## src/rtl/dmem_arb_pkg.sv

```systemverilog
// -----------------------------------------------------------------------------
// dmem_arb_pkg
// Shared types, constants and helpers for the data-memory arbiter.
//   port_idx_t     : index of one of the two requesting ports
//   NUM_PORTS      : number of requesting ports (2)
//   DMEM_WORDS_DEF : default memory depth in 32-bit words
//   be2mask()      : expands 4 byte enables into a 32-bit byte mask
//   addr_legal()   : word-aligned and inside the memory
// -----------------------------------------------------------------------------
package dmem_arb_pkg;

    typedef logic [0:0] port_idx_t;

    localparam int NUM_PORTS      = 2;
    localparam int DMEM_WORDS_DEF = 64;

    function automatic logic [31:0] be2mask(input logic [3:0] be);
        logic [31:0] m;
        for (int b = 0; b < 4; b++) begin
            m[8*b +: 8] = {8{be[b]}};
        end
        return m;
    endfunction

    // The limit is widened to 34 bits so 4*words cannot wrap for large depths.
    function automatic logic addr_legal(input logic [31:0] addr, input int unsigned words);
        logic [33:0] lim;
        lim = 34'(words) << 2;
        return (addr[1:0] == 2'b00) && (34'(addr) < lim);
    endfunction

endpackage

```

## src/rtl/dmem_arb_pick.sv

```systemverilog
// -----------------------------------------------------------------------------
// dmem_arb_pick
// Combinational two-way picker producing a one-hot (or zero) grant.
//   req_i   [1:0] : per-port request
//   pref_i        : port that wins when both request
//   force_i       : on contention, port 1 wins regardless of pref_i
//   gnt_o   [1:0] : one-hot grant, zero when nobody requests
// -----------------------------------------------------------------------------
module dmem_arb_pick
    import dmem_arb_pkg::*;
(
    input  logic [NUM_PORTS-1:0] req_i,
    input  port_idx_t            pref_i,
    input  logic                 force_i,
    output logic [NUM_PORTS-1:0] gnt_o
);

    always_comb begin
        gnt_o = '0;
        if (req_i == 2'b11) begin
            if (force_i || (pref_i == 1'b1)) begin
                gnt_o = 2'b10;
            end else begin
                gnt_o = 2'b01;
            end
        end else begin
            // Zero or one requester: pass the request straight through.
            gnt_o = req_i;
        end
    end

endmodule

```

## src/rtl/dmem_arbiter.sv

```systemverilog
// -----------------------------------------------------------------------------
// dmem_arbiter
// Shares the single port of a 32-bit data memory (sync write, async read)
// between the MEM stage (port 0) and the debug/loader port (port 1).
// Byte-strobed stores are merged into the addressed word in one cycle; every
// grant produces a registered response one cycle later.
//
// Configuration macro: DMEM_ARB_RR_EN
//   defined   : round-robin arbitration (pointer flips after each grant)
//   undefined : port 0 fixed priority with a port 1 starvation counter
//
// Ports
//   clk, rst_n            : clock, asynchronous active-low reset
//   req_i/we_i [1:0]      : per-port request / write(1) read(0)
//   be_i       [1:0][3:0] : per-port byte enables (writes only)
//   addr_i     [1:0][31:0]: per-port byte address
//   wdata_i    [1:0][31:0]: per-port write data
//   gnt_o      [1:0]      : combinational grant, one-hot or zero
//   rvalid_o   [1:0]      : registered response strobe
//   rdata_o    [31:0]     : registered read data (0 for writes/errors)
//   err_o                 : registered illegal-address flag
//   mem_we/mem_addr/mem_wdata : memory write enable, byte address, merged word
//   mem_rdata             : asynchronous memory read data
// -----------------------------------------------------------------------------
module dmem_arbiter
    import dmem_arb_pkg::*;
#(
    parameter int unsigned STARVE_LIMIT = 8,
    parameter int unsigned DMEM_WORDS   = DMEM_WORDS_DEF
) (
    input  logic                        clk,
    input  logic                        rst_n,
    input  logic [NUM_PORTS-1:0]        req_i,
    input  logic [NUM_PORTS-1:0]        we_i,
    input  logic [NUM_PORTS-1:0][3:0]   be_i,
    input  logic [NUM_PORTS-1:0][31:0]  addr_i,
    input  logic [NUM_PORTS-1:0][31:0]  wdata_i,
    output logic [NUM_PORTS-1:0]        gnt_o,
    output logic [NUM_PORTS-1:0]        rvalid_o,
    output logic [31:0]                 rdata_o,
    output logic                        err_o,
    output logic                        mem_we,
    output logic [31:0]                 mem_addr,
    output logic [31:0]                 mem_wdata,
    input  logic [31:0]                 mem_rdata
);

    logic [NUM_PORTS-1:0] pick_gnt;
    port_idx_t            pref;
    logic                 force_p1;

    logic [NUM_PORTS-1:0] rvalid_q, rvalid_d;
    logic [31:0]          rdata_q,  rdata_d;
    logic                 err_q,    err_d;

    port_idx_t            sel;
    logic                 any_gnt;
    logic                 legal;
    logic                 wr;
    logic [31:0]          mask;

`ifdef DMEM_ARB_RR_EN
    port_idx_t ptr_q, ptr_d;

    assign pref     = ptr_q;
    assign force_p1 = 1'b0;

    // After any grant the other port becomes preferred.
    always_comb begin
        ptr_d = ptr_q;
        if (gnt_o[0]) begin
            ptr_d = 1'b1;
        end else if (gnt_o[1]) begin
            ptr_d = 1'b0;
        end
    end

    always_ff @(posedge clk or negedge rst_n) begin
        if (!rst_n) begin
            ptr_q <= 1'b0;
        end else begin
            ptr_q <= ptr_d;
        end
    end
`else
    localparam int CNT_W = $clog2(STARVE_LIMIT) + 1;

    logic [CNT_W-1:0] starve_cnt_q, starve_cnt_d;

    assign pref     = 1'b0;
    // The counter never passes LIMIT-1: at that value port 1 is granted on
    // the next cycle it requests, contended or not, which clears it.
    assign force_p1 = (starve_cnt_q == CNT_W'(STARVE_LIMIT - 1));

    always_comb begin
        starve_cnt_d = starve_cnt_q;
        if (!req_i[1] || gnt_o[1]) begin
            starve_cnt_d = '0;
        end else begin
            starve_cnt_d = starve_cnt_q + 1'b1;
        end
    end

    always_ff @(posedge clk or negedge rst_n) begin
        if (!rst_n) begin
            starve_cnt_q <= '0;
        end else begin
            starve_cnt_q <= starve_cnt_d;
        end
    end
`endif

    dmem_arb_pick u_pick (
        .req_i   (req_i),
        .pref_i  (pref),
        .force_i (force_p1),
        .gnt_o   (pick_gnt)
    );

    // Grants (and hence all memory drive) are suppressed while in reset.
    assign gnt_o   = rst_n ? pick_gnt : '0;
    assign any_gnt = |gnt_o;
    assign sel     = gnt_o[1];

    assign legal = addr_legal(addr_i[sel], DMEM_WORDS);
    assign wr    = any_gnt && we_i[sel] && legal;
    assign mask  = be2mask(be_i[sel]);

    assign mem_addr  = any_gnt ? addr_i[sel] : 32'h0;
    assign mem_we    = wr;
    assign mem_wdata = wr ? ((mem_rdata & ~mask) | (wdata_i[sel] & mask)) : 32'h0;

    always_comb begin
        rvalid_d = gnt_o;
        err_d    = any_gnt && !legal;
        rdata_d  = 32'h0;
        if (any_gnt && legal && !we_i[sel]) begin
            rdata_d = mem_rdata;
        end
    end

    always_ff @(posedge clk or negedge rst_n) begin
        if (!rst_n) begin
            rvalid_q <= '0;
            rdata_q  <= 32'h0;
            err_q    <= 1'b0;
        end else begin
            rvalid_q <= rvalid_d;
            rdata_q  <= rdata_d;
            err_q    <= err_d;
        end
    end

    assign rvalid_o = rvalid_q;
    assign rdata_o  = rdata_q;
    assign err_o    = err_q;

endmodule

```

## config.mk

```make
export PLATFORM = sky130hd
export DESIGN_NAME = dmem_arbiter
export DESIGN_NICKNAME = d
export VERILOG_FILES = /design/src/rtl/dmem_arb_pkg.sv /design/src/rtl/dmem_arb_pick.sv /design/src/rtl/dmem_arbiter.sv
export SDC_FILE = /design/constraint.sdc
export NUM_CORES = 1
export LEC_CHECK = 0
export CORE_AREA = 2 2 107 109
export DETAILED_ROUTE_END_ITERATION = 12
export DIE_AREA = 0 0 109 111
export DONT_BUFFER_PORTS = 1
export PLACE_DENSITY = 0.35
export SETUP_SLACK_MARGIN = 0.4
export SLEW_MARGIN = 0
export SYNTH_ARGS = -nofsm -noshare
export SYNTH_HDL_FRONTEND = slang
export SYNTH_HIERARCHICAL = 1
export SYNTH_SLANG_ARGS = --single-unit
```

## constraint.sdc

```tcl
create_clock -name clk -period 6.9 [get_ports clk]
set_clock_uncertainty 0.2 [all_clocks]
set_input_delay 1.725 -clock clk [delete_from_list [all_inputs] [get_ports clk]]
set_output_delay 1.725 -clock clk [all_outputs]
set_load 0.01 [all_outputs]
```

==> results of run 1 <==
==> cells by family (layout without fill, tap and decap cells) <==
group | Yosys count | count (layout) | share of synthesized area [%]
flops | 39 | 39 | 35.4
mux | 1 | 1 | 0.363
compound gates | 74 | 74 | 20.6
simple gates | 140 | 140 | 32.4
buf+inv | 60 | 51 | 10.0
xor+xnor | 2 | 2 | 0.635
other cells | 1 | 2 | 0.136
fa+ha+maj | 1 | 1 | 0.454
==> worst min-delay path by stage <==
stage                          startpoint               to  slack [ns]  cells past startpoint
after detailed placement  starve_cnt_q[0]  starve_cnt_q[0]        0.26                      1
after floorplan           starve_cnt_q[0]  starve_cnt_q[0]        0.23                      1
after global placement    starve_cnt_q[0]  starve_cnt_q[0]        0.26                      1
final                     starve_cnt_q[0]  starve_cnt_q[0]        0.26                      1
after global routing      starve_cnt_q[0]  starve_cnt_q[0]        0.30                      1
after CTS                 starve_cnt_q[0]  starve_cnt_q[0]        0.27                      1
==> cell type report <==
type | count | area [um^2] | area share (%)
multi-input combinational | 220 | 1520 | 50.4
sequential | 39 | 976 | 32.3
timing repair buffer | 10 | 75.1 | 2.48
inverter | 34 | 128 | 4.22
clock inverter | 1 | 5.00 | 0.165
tap | 143 | 179 | 5.91
clock buffer | 6 | 139 | 4.59
==> stage by stage <==
step / setup WS [ns] / hold slack [ns] / util [%] / std cells
CTS: 0.891 / 0.271 / 27.3 / 453
detailed placement: 0.890 / 0.263 / 26.0 / 446
finish: 0.925 / 0.262 / 27.3 / 453
global route: 0.715 / 0.298 / 27.3 / 453
floorplan: 1.75 / 0.231 / - / 319
global placement: 0.940 / 0.262 / 26.0 / 446
==> placed cells by master, fill, tap and decap left out <==
cell,n
sky130_fd_sc_hd__and3_1,1
sky130_fd_sc_hd__nor2_1,43
sky130_fd_sc_hd__dfrtp_1,39
sky130_fd_sc_hd__o21bai_4,1
sky130_fd_sc_hd__nor4_2,29
sky130_fd_sc_hd__a22o_1,32
sky130_fd_sc_hd__clkbuf_8,1
sky130_fd_sc_hd__a21boi_1,1
sky130_fd_sc_hd__conb_1,2
sky130_fd_sc_hd__xor2_1,1
sky130_fd_sc_hd__nand2_1,7
sky130_fd_sc_hd__clkbuf_16,5
sky130_fd_sc_hd__or4_1,2
sky130_fd_sc_hd__buf_4,10
sky130_fd_sc_hd__nor2_2,1
sky130_fd_sc_hd__ha_1,1
sky130_fd_sc_hd__inv_2,1
sky130_fd_sc_hd__nand2_4,1
sky130_fd_sc_hd__clkinv_2,1
sky130_fd_sc_hd__xnor2_1,1
sky130_fd_sc_hd__a22o_2,1
sky130_fd_sc_hd__a2bb2oi_1,1
sky130_fd_sc_hd__o21ai_1,1
sky130_fd_sc_hd__nor4_1,13
sky130_fd_sc_hd__nor3_1,32
sky130_fd_sc_hd__and2_1,1
sky130_fd_sc_hd__o22ai_1,32
sky130_fd_sc_hd__nand4_1,4
sky130_fd_sc_hd__a21bo_2,4
sky130_fd_sc_hd__o21ai_2,1
sky130_fd_sc_hd__inv_1,33
sky130_fd_sc_hd__nand3_1,5
sky130_fd_sc_hd__nor3_2,1
sky130_fd_sc_hd__mux2i_1,1
==> where the power goes <==
part,switching [mW],internal [mW]
logic,0.0514,0.0282
registers,0.00206,0.231
clock network,0.0905,0.141
total,0.144,0.400
==> layer usage <==
layer | track usage, % | up-vias | wire, um
li1 | - | 1158 | -
met1 | 15.9 | 1153 | 3510
met2 | 28.0 | 159 | 5170
met3 | 2.88 | 17 | 678
met4 | 6.58 | 0 | 289
met5 | 0 | - | 0
==> registers in the layout, summed over array words and instances, names as in the netlist <==
name	count
starve_cnt_q	4
rvalid_o	2
rdata_o	32
err_o	1
==> critical path, stage by stage <==
cell                       delay [ns]
sky130_fd_sc_hd__a21boi_1        0.29
sky130_fd_sc_hd__nand2_4         0.15
sky130_fd_sc_hd__inv_2           0.32
sky130_fd_sc_hd__buf_4           0.30
sky130_fd_sc_hd__nor3_2          0.10
sky130_fd_sc_hd__o21bai_4        0.49
sky130_fd_sc_hd__buf_4           0.41
sky130_fd_sc_hd__nor4_2          0.09
sky130_fd_sc_hd__buf_4           0.17
==> impl_metrics.csv, run 1 <==
group,metric,value,unit
timing,final-setup-viol-count,0,
detailed_routing,remaining_design_rule_violation_count,0,
clocking,clk-insertion-delay-late,0.28,ns
global_routing,grt_pass1_vias,2462,
power_and_ir_drop,total_power,0.544,mW
global_routing,grt_start_max_net_pins,50,
yosys,syn-mean-instance-area,8.67,um^2
timing,layout_min_cycle_time,5.98,ns
timing,grt_setup_unrepaired,"false",
detailed_routing,num_vias,2487,
clocking,clockRootBuffer,"sky130_fd_sc_hd__clkbuf_16",
timing,fin_tns_setup,0,ns
clocking,cts_tree,"done",
global_routing,antenna_violations_before_repair,0,
clocking,post_cts_resized,0,
layout,stdcell_area,0.00303,mm^2
run_status,run_status,"completed",
floorplan,row_count,39,
floorplan,number_of_primary_i_o_pins,276,
yosys,synth_enable_flop_cells,0,
power_and_ir_drop,powerDensity,180,mW/mm^2
yosys,async_reset_ff_share,100,%
layout,fillCellCount,1191,
yosys,ys_dominant_reg_cell,"sky130_fd_sc_hd__dfrtp_1",
floorplan,die_w,109,um
floorplan,die_h,111,um
yosys,synth.top_cells.by_count,"sky130_fd_sc_hd__nor2_1, sky130_fd_sc_hd__dfrtp_1, sky130_fd_sc_hd__a22o_1, sky130_fd_sc_hd__inv_1",
timing,worst_slew_margin_rel,26.6,%
clocking,clkSlewWorstSetupHoldPaths,0.05,ns
layout,antennaDiodeCount,0,
yosys,library_cell_occupying_the_most_area_in_the_post_synthesis_netlist,"sky130_fd_sc_hd__dfrtp_1",
layout,areaGrowthSynthToFinish,9.71,%
timing,worst-slew-pin-transition,1.10,ns
critical_path,critical_path_class,"in -> out",
placed_design,half_perimeter_wire_length_of_the_detailed_placement_result,7650,um
clocking,hold_buffers,0,
critical_path,arrival_time_of_the_worst_setup_path,4.05,ns
critical_path,critical_path.endpoint,"mem_wdata[12]",
detailed_routing,wl_cell,21.3,um
clocking,postcts_setup_bufs,0,
power_and_ir_drop,vdd.ir_drop.worst,0.0770,mV
clocking,clk_path_buf_depth,2,
timing,maxSlewViolCount,0,
critical_path,worst-r2r-cell-count,11,
yosys,number_of_synthesized_register_bits,39,
clocking,htree_levels,2,
critical_path,worstReg2RegStart,"starve_cnt_q[0]",
critical_path,crit_path_max_fanout,22,
floorplan,initial_core_util,24.9,%
timing,maxClockFrequency,0.167,GHz
critical_path,setup.reg_to_reg.worst_slack,3.73,ns
power_and_ir_drop,leakage_component_of_the_power,1.21,nW
yosys,post-synth-top-area-fraction,35.4,%
global_routing,grt_util_all_layers,15.0,%
detailed_routing,avgViaCountPerCell,5.49,
critical_path,worst_ep_required_time,4.97,ns
layout,layout.nets,485,
yosys,yosys.cell_types.count,32,
critical_path,rr_endpoint,"rdata_o[0]",
global_routing,globalRouteOverflowTotal,0,
floorplan,floorplan.die_area,0.0121,mm^2
placed_design,place.gp.congestion,0.796,
critical_path,setup.worst_path.start,"req_i[1]",
detailed_routing,drt_wl_total,9650,um
layout,drive_above_1_share,18.4,%
detailed_routing,drt_first_pass_iters,4,
critical_path,critPathCaptureType,"primary output",
run,max_cap_viol_count,0,
detailed_routing,number_of_drc_markers_in_iteration_0,57,
clocking,numCtsBuffers,5,
placed_design,port-buffer-count,0,
yosys,syn-instance-count,318,
global_routing,wire_length_of_the_first_global_routing_pass,13700,um
detailed_routing,ant_nets,0,
critical_path,critPathLaunchType,"primary input",
yosys,most_common_cell_in_the_synthesized_netlist,"sky130_fd_sc_hd__nor2_1",
yosys,yosysWarnings,6,
placed_design,placed_cell_area,0.00288,mm^2
clocking,clock_sinks,39,
yosys,ys_seq_area_share,35.4,%
floorplan,core_region_area,0.0111,mm^2
yosys,syn-cell-area,0.00276,mm^2
yosys,synth_area_leaders,"sky130_fd_sc_hd__dfrtp_1, sky130_fd_sc_hd__nor4_2, sky130_fd_sc_hd__a22o_1",
hold_path,worst_hold_path_type,"reg -> reg",
timing,final.period_utilization,86.6,%
timing,hold_violations,0,
(Power assumes the default switching activity.)
==> inputs of run 2 (changes only) <==
Settings changed: PLACE_DENSITY 0.35 to 0.44.
==> run 2 against run 1 <==
Sequential power barely moved. Count of clock-buffer cells in the layout is 1 lower. Power increased by 6.2%. First-iteration DRC count up 130%. Core utilization is 0.77 points higher. Critical endpoint is now mem_wdata[31].
==> impl_metrics.csv, run 2 (same netlist as run 1, synthesis figures left out) <==
group,metric,value,unit
run_status,run_status,"completed",
timing,worst_hold_slack,0.263,ns
timing,maxClockFrequency,0.171,GHz
critical_path,crit_path_max_fanout,31,
clocking,clk-insertion-delay-late,0.28,ns
global_routing,met1_usage,16.0,%
placed_design,port-buffer-count,0,
timing,final.period_utilization,84.7,%
hold_path,worst_hold_path_type,"reg -> reg",
global_routing,grt_start_max_net_pins,50,
layout,layout.cells.most_common_list,"sky130_fd_sc_hd__nor2_1, sky130_fd_sc_hd__dfrtp_1, sky130_fd_sc_hd__inv_1",
critical_path,critPathCaptureType,"primary output",
floorplan,die_h,111,um
global_routing,grt_pass1_vias,2668,
detailed_routing,drt_wl_total,10200,um
detailed_routing,avgViaCountPerCell,5.53,
clocking,clockRootBuffer,"sky130_fd_sc_hd__clkbuf_16",
floorplan,die_w,109,um
timing,layout_min_cycle_time,5.85,ns
layout,mostFrequentLayoutCell,"sky130_fd_sc_hd__nor2_1",
detailed_routing,ant_nets,0,
layout,antennaDiodeCount,0,
critical_path,critPathLaunchType,"primary input",
global_routing,grt_use_met3,4.35,%
floorplan,floorplan.die_area,0.0121,mm^2
clocking,htree_levels,2,
global_routing,grt_util_all_layers,16.0,%
clocking,clock_sinks,39,
global_routing,antenna_violations_before_repair,0,
critical_path,arrival_time_of_the_worst_setup_path,3.92,ns
floorplan,number_of_primary_i_o_pins,276,
timing,layout_setup_ws,1.05,ns
floorplan,row_count,39,
clocking,numCtsBuffers,5,
timing,fin_tns_setup,0,ns
clocking,postcts_setup_bufs,0,
clocking,clkSlewWorstSetupHoldPaths,0.06,ns
detailed_routing,drt_first_pass_iters,5,
placed_design,half_perimeter_wire_length_of_the_detailed_placement_result,8150,um
global_routing,busiest_layer,"met2",
layout,areaGrowthSynthToFinish,12.8,%
timing,grt_setup_unrepaired,"false",
timing,worst-slew-pin-transition,0.659,ns
run,max_cap_viol_count,0,
layout,drive_above_1_share,20.7,%
detailed_routing,number_of_drc_markers_in_iteration_0,131,
floorplan,initial_core_util,24.9,%
critical_path,worst_ep_required_time,4.97,ns
clocking,hold_buffers,0,
timing,hold_violations,0,
power_and_ir_drop,leakage_component_of_the_power,1.26,nW
layout,max_ffs_per_register,32,
placed_design,place_ws,1.02,ns
power_and_ir_drop,vdd.ir_drop.worst,0.0676,mV
clocking,post_cts_resized,0,
global_routing,globalRouteOverflowTotal,0,
clocking,cts_tree,"done",
global_routing,wire_length_of_the_first_global_routing_pass,14700,um
detailed_routing,remaining_design_rule_violation_count,0,
timing,final-setup-viol-count,0,
timing,worst_slew_margin_rel,56.1,%
critical_path,critical_path_class,"in -> out",
clocking,clk_path_buf_depth,2,
global_routing,grt.met2_usage,30.5,%
layout,layout.nets,493,
timing,maxSlewViolCount,0,
power_and_ir_drop,powerDensity,186,mW/mm^2
placed_design,place.gp.congestion,0.909,
detailed_routing,wl_cell,22.2,um
detailed_routing,num_vias,2554,
power_and_ir_drop,total_power,0.578,mW
floorplan,core_region_area,0.0111,mm^2
==> run 2: area by class of cell <==
cell class	count	area, um^2
Inverter	34	128
Timing Repair Buffer	18	135
Sequential cell	39	976
Tap cell	143	179
Fill cell	1187	7970
Clock buffer	5	125
Multi-Input combinational cell	220	1520
Clock inverter	3	43.8
==> run 2: where the power goes <==
| group | switching (mW) | total [mW] | internal [mW] |
|---|---|---|---|
| sequential | 0.00228 | 0.233 | 0.231 |
| combinational | 0.0510 | 0.0795 | 0.0285 |
| clock | 0.0950 | 0.265 | 0.171 |
==> run 2: worst paths after layout <==
kind,end,slack (ns),depth (start not counted),start
min in group asynchronous,rdata_o[6],0.93,0,rst_n
setup / recovery,mem_wdata[31],1.05,9,req_i[1]
hold reg to reg,starve_cnt_q[0],0.26,1,starve_cnt_q[0]
max in group asynchronous,rdata_o[28],5.46,0,rst_n
setup reg to reg,rdata_o[24],3.80,12,starve_cnt_q[0]
hold / removal,starve_cnt_q[0],0.26,1,starve_cnt_q[0]
==> run 2: per-layer routing <==
metal | wire [um] | vias up
met2 | 5480 | 178
met3 | 1030 | 15
met5 | 0 | -
met1 | 3520 | 1188
li1 | - | 1173
met4 | 227 | 0
==> run 2: through the flow <==
step | std cells | area, um^2 | util (%)
floorplan | 319 | 2760 | -
global placement | 454 | 2940 | 26.6
detailed placement | 454 | 2940 | 26.6
CTS | 462 | 3110 | 28.1
global route | 462 | 3110 | 28.1
finish | 462 | 3110 | 28.1
==> run 2: worst max-delay path, cell delays in order <==
cell,delay (ns)
sky130_fd_sc_hd__a21boi_1,0.13
sky130_fd_sc_hd__buf_4,0.23
sky130_fd_sc_hd__nand2_4,0.12
sky130_fd_sc_hd__inv_2,0.22
sky130_fd_sc_hd__nand4_1,0.12
sky130_fd_sc_hd__a22o_2,0.51
sky130_fd_sc_hd__buf_4,0.35
sky130_fd_sc_hd__nor4_1,0.31
sky130_fd_sc_hd__buf_4,0.17
